==> config.mk <==
export PLATFORM = sky130hd
export DESIGN_NAME = lcd_layer_arbiter
export DESIGN_NICKNAME = d
export VERILOG_FILES = /design/src/rtl/lcd_pkg.sv /design/src/rtl/lcd_rect_hit.sv /design/src/rtl/lcd_layer_arbiter.sv
export SDC_FILE = /design/constraint.sdc
export NUM_CORES = 1
export LEC_CHECK = 0
export ABC_AREA = 0
export ABC_CLOCK_PERIOD_IN_PS = 39100
export CORE_ASPECT_RATIO = 0.5
export CORE_MARGIN = 4
export CORE_UTILIZATION = 40
export DETAILED_ROUTE_END_ITERATION = 16
export DONT_BUFFER_PORTS = 1
export PLACE_DENSITY = 0.64
export SYNTH_ARGS = -nofsm -noshare
export SYNTH_HDL_FRONTEND = slang
export SYNTH_SLANG_ARGS = --single-unit
==> constraint.sdc <==
create_clock -name LCD_CLK -period 39.1 [get_ports LCD_CLK]
set_clock_uncertainty 0.05 [all_clocks]
set_input_delay 7.82 -clock LCD_CLK [delete_from_list [all_inputs] [get_ports LCD_CLK]]
set_output_delay 7.82 -clock LCD_CLK [all_outputs]
set_load 0.02 [all_outputs]
==> src/rtl/lcd_pkg.sv <==
// Shared types and constants for the LCD layer arbiter.
package lcd_pkg;

    localparam int COORD_W = 10;

    typedef logic [15:0]        rgb565_t;
    typedef logic [COORD_W-1:0] coord_t;

    // Configuration field codes carried on CFG_FIELD.
    localparam logic [2:0] FLD_X0    = 3'd0;
    localparam logic [2:0] FLD_Y0    = 3'd1;
    localparam logic [2:0] FLD_X1    = 3'd2;
    localparam logic [2:0] FLD_Y1    = 3'd3;
    localparam logic [2:0] FLD_COLOR = 3'd4;
    localparam logic [2:0] FLD_EN    = 3'd5;
    localparam logic [2:0] FLD_BG    = 3'd6;
    localparam logic [2:0] FLD_RSVD  = 3'd7;

    // One rectangle layer: half-open box [x0,x1) x [y0,y1).
    typedef struct packed {
        coord_t  x0;
        coord_t  y0;
        coord_t  x1;
        coord_t  y1;
        rgb565_t color;
        logic    en;
    } layer_t;

    typedef enum logic {
        ST_IDLE,
        ST_PENDING
    } commit_state_t;

    // Apply a single per-layer field write; BG and reserved codes leave the layer untouched.
    function automatic layer_t layer_write(input layer_t cur,
                                           input logic [2:0] field,
                                           input logic [15:0] data);
        layer_t nxt;
        nxt = cur;
        case (field)
            FLD_X0:    nxt.x0    = data[COORD_W-1:0];
            FLD_Y0:    nxt.y0    = data[COORD_W-1:0];
            FLD_X1:    nxt.x1    = data[COORD_W-1:0];
            FLD_Y1:    nxt.y1    = data[COORD_W-1:0];
            FLD_COLOR: nxt.color = data;
            FLD_EN:    nxt.en    = data[0];
            default:   nxt       = cur;
        endcase
        return nxt;
    endfunction

endpackage

==> src/rtl/lcd_rect_hit.sv <==
// Combinational beam-position test against one rectangle layer.
module lcd_rect_hit
    import lcd_pkg::*;
(
    input  coord_t XPOS,
    input  coord_t YPOS,
    input  layer_t LAYER,
    output logic   HIT
);

    // Half-open compare; x1<=x0 or y1<=y0 can never satisfy both bounds, so empty boxes never hit.
    assign HIT = LAYER.en
              && (XPOS >= LAYER.x0) && (XPOS < LAYER.x1)
              && (YPOS >= LAYER.y0) && (YPOS < LAYER.y1);

endmodule

==> src/rtl/lcd_layer_arbiter.sv <==
// Rectangle-layer pixel source with shadow/active configuration and frame-aligned commit.
module lcd_layer_arbiter
    import lcd_pkg::*;
#(
    parameter int NUM_LAYERS = 4,
    parameter int LAYER_W    = (NUM_LAYERS > 1) ? $clog2(NUM_LAYERS) : 1
)
(
    input  logic               LCD_CLK,
    input  logic               RESET,
    input  logic [9:0]         XPOS,
    input  logic [9:0]         YPOS,
    input  logic               DEN,
    input  logic               VSYNC,
    input  logic               CFG_VALID,
    output logic               CFG_READY,
    input  logic [LAYER_W-1:0] CFG_LAYER,
    input  logic [2:0]         CFG_FIELD,
    input  logic [15:0]        CFG_DATA,
    input  logic               CFG_COMMIT,
    output logic               COMMIT_DONE,
    output logic [15:0]        PIXEL,
    output logic               PIXEL_DEN,
    output logic [15:0]        FRAME_COUNT
);

    layer_t        shadow [NUM_LAYERS];
    layer_t        active [NUM_LAYERS];
    rgb565_t       shadow_bg;
    rgb565_t       active_bg;

    logic          vsync_r;
    logic          vsync_rr;
    logic          frame_start;
    logic [15:0]   frame_cnt;

    commit_state_t state;
    commit_state_t state_nxt;
    logic          accept;
    logic          copy_en;

    logic [NUM_LAYERS-1:0] hit_raw;
    logic [NUM_LAYERS-1:0] hit_p1;
    logic                  vld_p1;
    rgb565_t               pix_sel;

    assign accept      = CFG_VALID && CFG_READY;
    assign frame_start = vsync_rr && !vsync_r;
    assign FRAME_COUNT = frame_cnt;

    // VSYNC history; idles high so leaving reset with VSYNC high is not a frame start.
    always_ff @(posedge LCD_CLK or posedge RESET) begin
        if (RESET) begin
            vsync_r  <= 1'b1;
            vsync_rr <= 1'b1;
        end else begin
            vsync_r  <= VSYNC;
            vsync_rr <= vsync_r;
        end
    end

    // Frame counter, free-running and wrapping.
    always_ff @(posedge LCD_CLK or posedge RESET) begin
        if (RESET) begin
            frame_cnt <= '0;
        end else if (frame_start) begin
            frame_cnt <= frame_cnt + 16'd1;
        end
    end

    // Commit state register.
    always_ff @(posedge LCD_CLK or posedge RESET) begin
        if (RESET) begin
            state <= ST_IDLE;
        end else begin
            state <= state_nxt;
        end
    end

    // Commit next-state and handshake outputs; a frame start seen in IDLE never copies.
    always_comb begin
        state_nxt   = state;
        CFG_READY   = 1'b0;
        COMMIT_DONE = 1'b0;
        copy_en     = 1'b0;
        case (state)
            ST_IDLE: begin
                CFG_READY = 1'b1;
                if (CFG_VALID && CFG_COMMIT) begin
                    state_nxt = ST_PENDING;
                end
            end
            ST_PENDING: begin
                if (frame_start) begin
                    COMMIT_DONE = 1'b1;
                    copy_en     = 1'b1;
                    state_nxt   = ST_IDLE;
                end
            end
            default: state_nxt = ST_IDLE;
        endcase
    end

    // Shadow writes; out-of-range layers and the reserved field fall through untouched.
    always_ff @(posedge LCD_CLK or posedge RESET) begin
        if (RESET) begin
            for (int i = 0; i < NUM_LAYERS; i++) begin
                shadow[i] <= '0;
            end
            shadow_bg <= '0;
        end else if (accept) begin
            if (CFG_FIELD == FLD_BG) begin
                shadow_bg <= CFG_DATA;
            end else if (CFG_FIELD != FLD_RSVD) begin
                for (int i = 0; i < NUM_LAYERS; i++) begin
                    if (CFG_LAYER == LAYER_W'(i)) begin
                        shadow[i] <= layer_write(shadow[i], CFG_FIELD, CFG_DATA);
                    end
                end
            end
        end
    end

    // Active set only ever changes on the frame-start cycle of a pending commit.
    always_ff @(posedge LCD_CLK or posedge RESET) begin
        if (RESET) begin
            for (int i = 0; i < NUM_LAYERS; i++) begin
                active[i] <= '0;
            end
            active_bg <= '0;
        end else if (copy_en) begin
            for (int i = 0; i < NUM_LAYERS; i++) begin
                active[i] <= shadow[i];
            end
            active_bg <= shadow_bg;
        end
    end

    for (genvar g = 0; g < NUM_LAYERS; g++) begin : g_hit
        lcd_rect_hit u_hit (
            .XPOS  (XPOS),
            .YPOS  (YPOS),
            .LAYER (active[g]),
            .HIT   (hit_raw[g])
        );
    end

    // ---- stage 1: per-layer hit vector and data enable ----
    always_ff @(posedge LCD_CLK or posedge RESET) begin
        if (RESET) begin
            hit_p1 <= '0;
            vld_p1 <= 1'b0;
        end else begin
            hit_p1 <= hit_raw;
            vld_p1 <= DEN;
        end
    end

    // Priority select: scan high to low so the lowest-index hit wins.
    always_comb begin
        pix_sel = active_bg;
        for (int i = NUM_LAYERS - 1; i >= 0; i--) begin
            if (hit_p1[i]) begin
                pix_sel = active[i].color;
            end
        end
    end

    // ---- stage 2: blanked pixel output ----
    always_ff @(posedge LCD_CLK or posedge RESET) begin
        if (RESET) begin
            PIXEL     <= '0;
            PIXEL_DEN <= 1'b0;
        end else begin
            PIXEL     <= vld_p1 ? pix_sel : 16'h0000;
            PIXEL_DEN <= vld_p1;
        end
    end

endmodule

==> reports/qor.txt, run 1 <==
Psw: 390 uW
Endpoints failing setup: 0
Die footprint: 0.0634 mm^2
Total Neg Setup Slack: 0 ns
Post-route ant nets: 0
Flip-flop and latch count after synthesis: 529
Buffers inserted during post-CTS setup optimization: 0
Top post-synthesis cells by area: dfrtp_1 56%, mux2_2 16%, ha_1 8.1%, o21ai_0 4.2%, nand2_1 3.4%
Core area: 0.0579 mm^2
Total congestion overflow: 0
P per Cell Area: 55.8 mW/mm^2
Final slew viol count: 0
Instance count of the mapped netlist: 1959
End point of the critical path: COMMIT_DONE
EDFF count, synth: 0
Area after DPL: 0.0243 mm^2
Max IR drop VDD: 0.0296 mV
Dominant cell by count in the synthesized netlist: dfrtp_1
Share of synthesized area occupied by flip-flops and latches: 55.9%
Yosys Warn Count: 0
Max Freq: 93.5 MHz
Clock edge transition at the registers on the reported setup and hold paths: 0.06 ns
Proportion of power drawn by combinational gates: 16.7%
Vias in the first global route: 14300
Number of remaining DRC errors: 0
Count of filler cells inserted in the layout: 5224
Result of the run: complete, no violations
Most frequent cells after synthesis: 527 x dfrtp_1, 343 x mux2_2, 217 x nand2_1
Setup Crit Path Kind: register to output pin
Clock sink count: 529
Growth of design area from synthesis to finish: 9.85%
Clock network power share: 33.9%
Port buffer count: 0
Netlist cell types: 56
DPL Wire Length: 32600 um
Share of post-route cells with drive strength above 1: 23.0%
Slew of the pin with the lowest slew margin: 1.20 ns
Post-layout min period: 10.69 ns
Worst slew margin: 19.9%
CTS tree: yes
Critical register-to-register path startpoint: vsync_rr
Wire length after detailed routing: 52200 um
Cells after DPL: 2643
Relative contribution of sequential cells to total power: 49.4%
Endpoint required time on the critical path: 31.23 ns
Register area: 0.0132 mm^2
Effective utilization at floorplan: 40.9%
Wire length of the first global-routing pass: 83500 um
Number of DRC violations after detailed-routing iteration 0: 1017
Root buffer cell: clkbuf_16
Pin count of the biggest net entering global routing: 202
Worst setup slack for register-to-register paths: 34.55 ns
Final critical-path share of the clock period: 27.3%
Multi-input combinational cell area: 0.00948 mm^2
Startpoint Class: register
Vias/cell: 5.10
Setup repair after global routing missed its margin: no
Largest buffer count on any clock path: 3
Overall routing resource usage: 16.6%
Die height: 180 um
Critical path startpoint: vsync_rr
Placer Congestion: 0.746
Final Hold Violating Endpoints: 0
FFs w/ async S/R, synth: 100%
Number of cell instances on the worst register-to-register path: 6
Final nets: 2127
Antenna violations before repair: 1
Length of the first detailed-routing pass in iterations: 4
H-tree level count: 2
Standby leakage power: 0.0120 uW
Boundary pin count: 82
Number of resized instances in the post-cts repair step: 0
Utilization of the core after routing: 44.9%
Post-synth design cell area: 0.0237 mm^2
Clock buffers created by TritonCTS: 50
Number of max-cap violations: 0
Final cell count without fillers: 2737
Average cell area after synthesis: 12.1 um^2
Nets in the synthesized netlist: 2159
Die span in x: 352 um
Finished Cell Area: 0.0260 mm^2
Crit path max fanout: 61
Top cell type's share of synthesized area: 55.7%
Sw Ratio: 26.9%
Most instantiated flip-flop cell in the synthesis netlist: dfrtp_1
Critical path endpoint category: output pin
Std cell rows: 62
Final routed wire length divided by cell count: 19.1 um
Data arrival time of the critical path: 2.82 ns
Insertion delay to the later sink of the worst-skew pair: 0.57 ns
CTS hold repair buffers: 0
Routed vias: 14000
Post-synth top area cell: dfrtp_1
Worst min-delay path category: register to register
Pint: 1060 uW
Worst flop-to-flop path endpoint: active[0]
[placed cells by master, fill, tap and decap left out, types with 3 or more instances in the layout]
cell type / Yosys / final
a211oi_1: 10 / 10
a21o_1: 12 / 12
a21oi_1: 44 / 44
a31oi_1: 6 / 6
and2_1: 17 / 17
and4_1: 8 / 8
buf_4: 1 / 4
bufinv_16: 0 / 4
clkbuf_1: 56 / 11
clkbuf_16: 0 / 51
clkbuf_8: 0 / 9
clkinv_2: 0 / 13
dfrtp_1: 527 / 527
ha_1: 153 / 153
inv_1: 153 / 151
mux2_2: 343 / 343
mux2i_1: 32 / 32
nand2_1: 217 / 217
nand2_2: 7 / 7
nand2b_1: 12 / 12
nand3_1: 15 / 15
nand4_1: 11 / 11
nor2_1: 20 / 20
nor2_2: 3 / 3
nor2b_1: 9 / 9
nor3_1: 10 / 10
nor4_1: 3 / 3
o2111ai_1: 5 / 5
o211ai_1: 5 / 5
o21ai_0: 199 / 199
xnor2_1: 11 / 11
xor2_1: 4 / 4
[worst max-delay path, cell delays in order (launching register included)]
cell     delay, ns
dfstp_2       0.51
nor2b_1       0.49
nand2_2       0.64
inv_8         0.57
[through the flow]
step	setup slack (ns)	hold WS [ns]	total power (uW)
2_1_floorplan	16.45	0.304	909
3_3_place_gp	28.67	0.310	960
3_5_place_dp	28.61	0.314	974
4_1_cts	28.38	0.323	1470
5_1_grt	28.18	0.326	1540
6_report	28.41	0.321	1450
[power groups by stage]
| stage | registers (uW) | clock network, uW | logic, uW |
|---|---|---|---|
| 2_1_floorplan | 714 | 0 | 196 |
| 3_5_place_dp | 728 | 0 | 246 |
| 4_1_cts | 718 | 504 | 248 |
| 5_1_grt | 730 | 527 | 282 |
| 6_report | 717 | 492 | 243 |
| 3_3_place_gp | 723 | 0 | 237 |
[cells by family after synthesis]
kind of cell / Yosys count / synth area share, %
DFF: 529 / 55.9
adders and majority gates: 153 / 8.09
xor gates and xnor gates: 15 / 0.555
buffers and inverters: 243 / 4.03
and+or+nand+nor: 348 / 6.86
AOI/OAI and AO/OA: 295 / 6.83
muxes: 376 / 17.7
[flip-flops by register name, summed over array words and instances (netlist names)]
register,count
active,228
vsync_rr,1
state,1
PIXEL_DEN,1
shadow,228
hit_p1,4
vsync_r,1
shadow_bg,16
PIXEL,16
active_bg,16
vld_p1,1
FRAME_COUNT,16
[worst min-delay path by stage]
stage | startpoint | slack (ns) | cells past startpoint | end
after floorplan | vsync_r | 0.30 | 0 | vsync_rr
after global placement | vsync_r | 0.31 | 0 | vsync_rr
after detailed placement | vsync_r | 0.31 | 0 | vsync_rr
after CTS | vsync_r | 0.32 | 0 | vsync_rr
after global routing | vsync_r | 0.33 | 0 | vsync_rr
final | vsync_r | 0.32 | 0 | vsync_rr
[layer usage]
layer / vias up / track usage [%] / share of wire [%]
li1: 6656 / - / -
met1: 7054 / 22.2 / 45
met2: 182 / 29.0 / 49
met3: 65 / 2.69 / 3.8
met4: 2 / 3.00 / 1.4
met5: - / 0 / 0.025
[layout make-up]
class / count / area share (%)
clock buffers: 71 / 5.54
well taps: 768 / 3.69
clock inverters: 21 / 0.837
repair buffers: 6 / 0.269
inverters: 153 / 2.27
multi-input cells: 1187 / 36.5
diodes: 2 / 0.0192
flip-flops and latches: 529 / 50.9
(Power assumes the default switching activity.)
==> run 2: changes to the inputs <==
ABC_CLOCK_PERIOD_IN_PS = 9300   (was 39100)
PLACE_DENSITY = 0.66   (was 0.64)
clock period = 9.3 ns   (was 39.1 ns; I/O delays follow)
==> run 2 against run 1 <==
Net effect:
- first-iteration DRC count is 2.3% higher
- non-clock buffer count stayed put
- count of clock-buffer cells in the layout is 5 higher
- sequential share of layout area hardly changed
- routed wire length is 0.33% lower
- hold slack worse by 0.0035 ns
- total power grew to 4.2 times the previous value
- register-to-register slack worse by 30 ns
- critical path type unchanged
- highest routed layer is now met4
==> reports/qor.txt, run 2 (synthesized netlist as in run 1, its figures left out) <==
Result of the run: complete, no violations
Critical path endpoint category: output pin
Cells along the critical path: nor2b_1, nand2_2, inv_8
Total Neg Setup Slack: 0 ns
Buffers inserted during post-CTS setup optimization: 0
Final critical-path share of the clock period: 52.9%
Port buffer count: 0
Worst hold margin: 0.318 ns
Number of DRC violations after detailed-routing iteration 0: 1040
Largest buffer count on any clock path: 3
Overall routing resource usage: 16.4%
Total congestion overflow: 0
Cell class contributing the biggest share of worst-path delay: simple AND/OR/NAND/NOR gates
Share of post-route cells with drive strength above 1: 22.6%
Die height: 180 um
Max IR drop VDD: 0.133 mV
Worst min-delay path category: register to register
H-tree level count: 2
Vias in the first global route: 14500
Top flop regs: active x228, shadow x228
Cell count along the critical path: 3
Final routed wire length divided by cell count: 19.0 um
Clock buffers created by TritonCTS: 50
CTS tree: yes
Pin count of the biggest net entering global routing: 188
CTS hold repair buffers: 0
Endpoints failing setup: 0
Final Hold Violating Endpoints: 0
Final slew viol count: 0
Data arrival time of the critical path: 3.01 ns
Std cell rows: 62
Number of remaining DRC errors: 0
Post-layout min period: 4.92 ns
Antenna cell count: 0
Placer Congestion: 0.761
Clock sink count: 529
Standby leakage power: 0.0120 uW
Length of the first detailed-routing pass in iterations: 5
Number of resized instances in the post-cts repair step: 0
Buffer and inverter count on the worst path: 1
Growth of design area from synthesis to finish: 9.77%
Worst slew margin: 21.7%
Root buffer cell: clkbuf_16
Worst flop-to-flop path endpoint: active[74]
Boundary pin count: 82
Post-route ant nets: 0
Critical register-to-register path startpoint: vsync_rr
DPL Wire Length: 32400 um
Crit path max fanout: 106
Number of max-cap violations: 0
Insertion delay to the later sink of the worst-skew pair: 0.58 ns
Die span in x: 352 um
Critical path startpoint: vsync_rr
Wire length of the first global-routing pass: 82800 um
Startpoint Class: register
Endpoint required time on the critical path: 7.39 ns
Core area: 0.0579 mm^2
Setup Crit Path Kind: register to output pin
Final nets: 2127
Crit path max-delay cell type: inv_8
Max Freq: 203 MHz
Worst setup slack for register-to-register paths: 4.62 ns
Routed vias: 14100
CP peak stage delay: 0.72 ns
End point of the critical path: COMMIT_DONE
Vias/cell: 5.18
Wire length after detailed routing: 52000 um
Die footprint: 0.0634 mm^2
Antenna violations before repair: 1
Leading cell type in the layout, fill and taps excluded: dfrtp_1
Slew of the pin with the lowest slew margin: 1.18 ns
Effective utilization at floorplan: 40.9%
Top library cells by usage in the layout, fill and taps aside: 527 x dfrtp_1, 343 x mux2_2, 217 x nand2_1, 199 x o21ai_0, 153 x ha_1
Setup repair after global routing missed its margin: no
Number of cell instances on the worst register-to-register path: 6
P per Cell Area: 234 mW/mm^2
Clock edge transition at the registers on the reported setup and hold paths: 0.06 ns
-- run 2: layout make-up --
type | count | area [um^2]
Clock buffer | 76 | 1480
Clock inverter | 11 | 156
Fill cell | 5221 | 32000
Inverter | 153 | 586
Multi-Input combinational cell | 1187 | 9480
Sequential cell | 529 | 13200
Tap cell | 768 | 961
Timing Repair Buffer | 6 | 82.6
-- run 2: per-stage QoR --
stage                     utilization [%]  cells  cell area (um^2)  worst slack [ns]  total power [uW]
after global routing                 44.8   2730             26000              4.16              6440
after floorplan                         -   1959             23700             0.202              3820
final                                44.8   2730             26000              4.38              6090
after CTS                            44.8   2730             26000              4.34              6150
after global placement               42.0   2643             24400              4.68              4040
after detailed placement             42.0   2643             24400              4.58              4100
-- run 2: how the worst min path moves through the flow --
stage	from	to	slack, ns	depth (start not counted)
finish	vsync_r	vsync_rr	0.32	0
global route	vsync_r	vsync_rr	0.33	0
CTS	vsync_r	vsync_rr	0.32	0
detailed placement	vsync_r	vsync_rr	0.31	0
global placement	vsync_r	vsync_rr	0.31	0
floorplan	vsync_r	vsync_rr	0.30	0
-- run 2: layer usage --
metal / GRT usage (%) / wire length [um] / vias to the layer above
li1: - / - / 6646
met4: 3.49 / 1040 / 0
met1: 22.3 / 23800 / 7163
met5: 0 / 0 / -
met2: 27.7 / 24900 / 238
met3: 2.81 / 2260 / 83
-- run 2: report_power, final --
part	switching [uW]	internal [uW]
Sequential	250	2770
Combinational	522	503
Clock	863	1180
Total	1630	4450
-- run 2: worst reg2reg max path, cell delays in order (launching register included) --
cell	delay, ns
dfstp_2	0.51
nor2b_1	0.49
nand2_2	0.63
inv_8	0.73
buf_4	0.85
buf_4	0.84
mux2_2	0.46
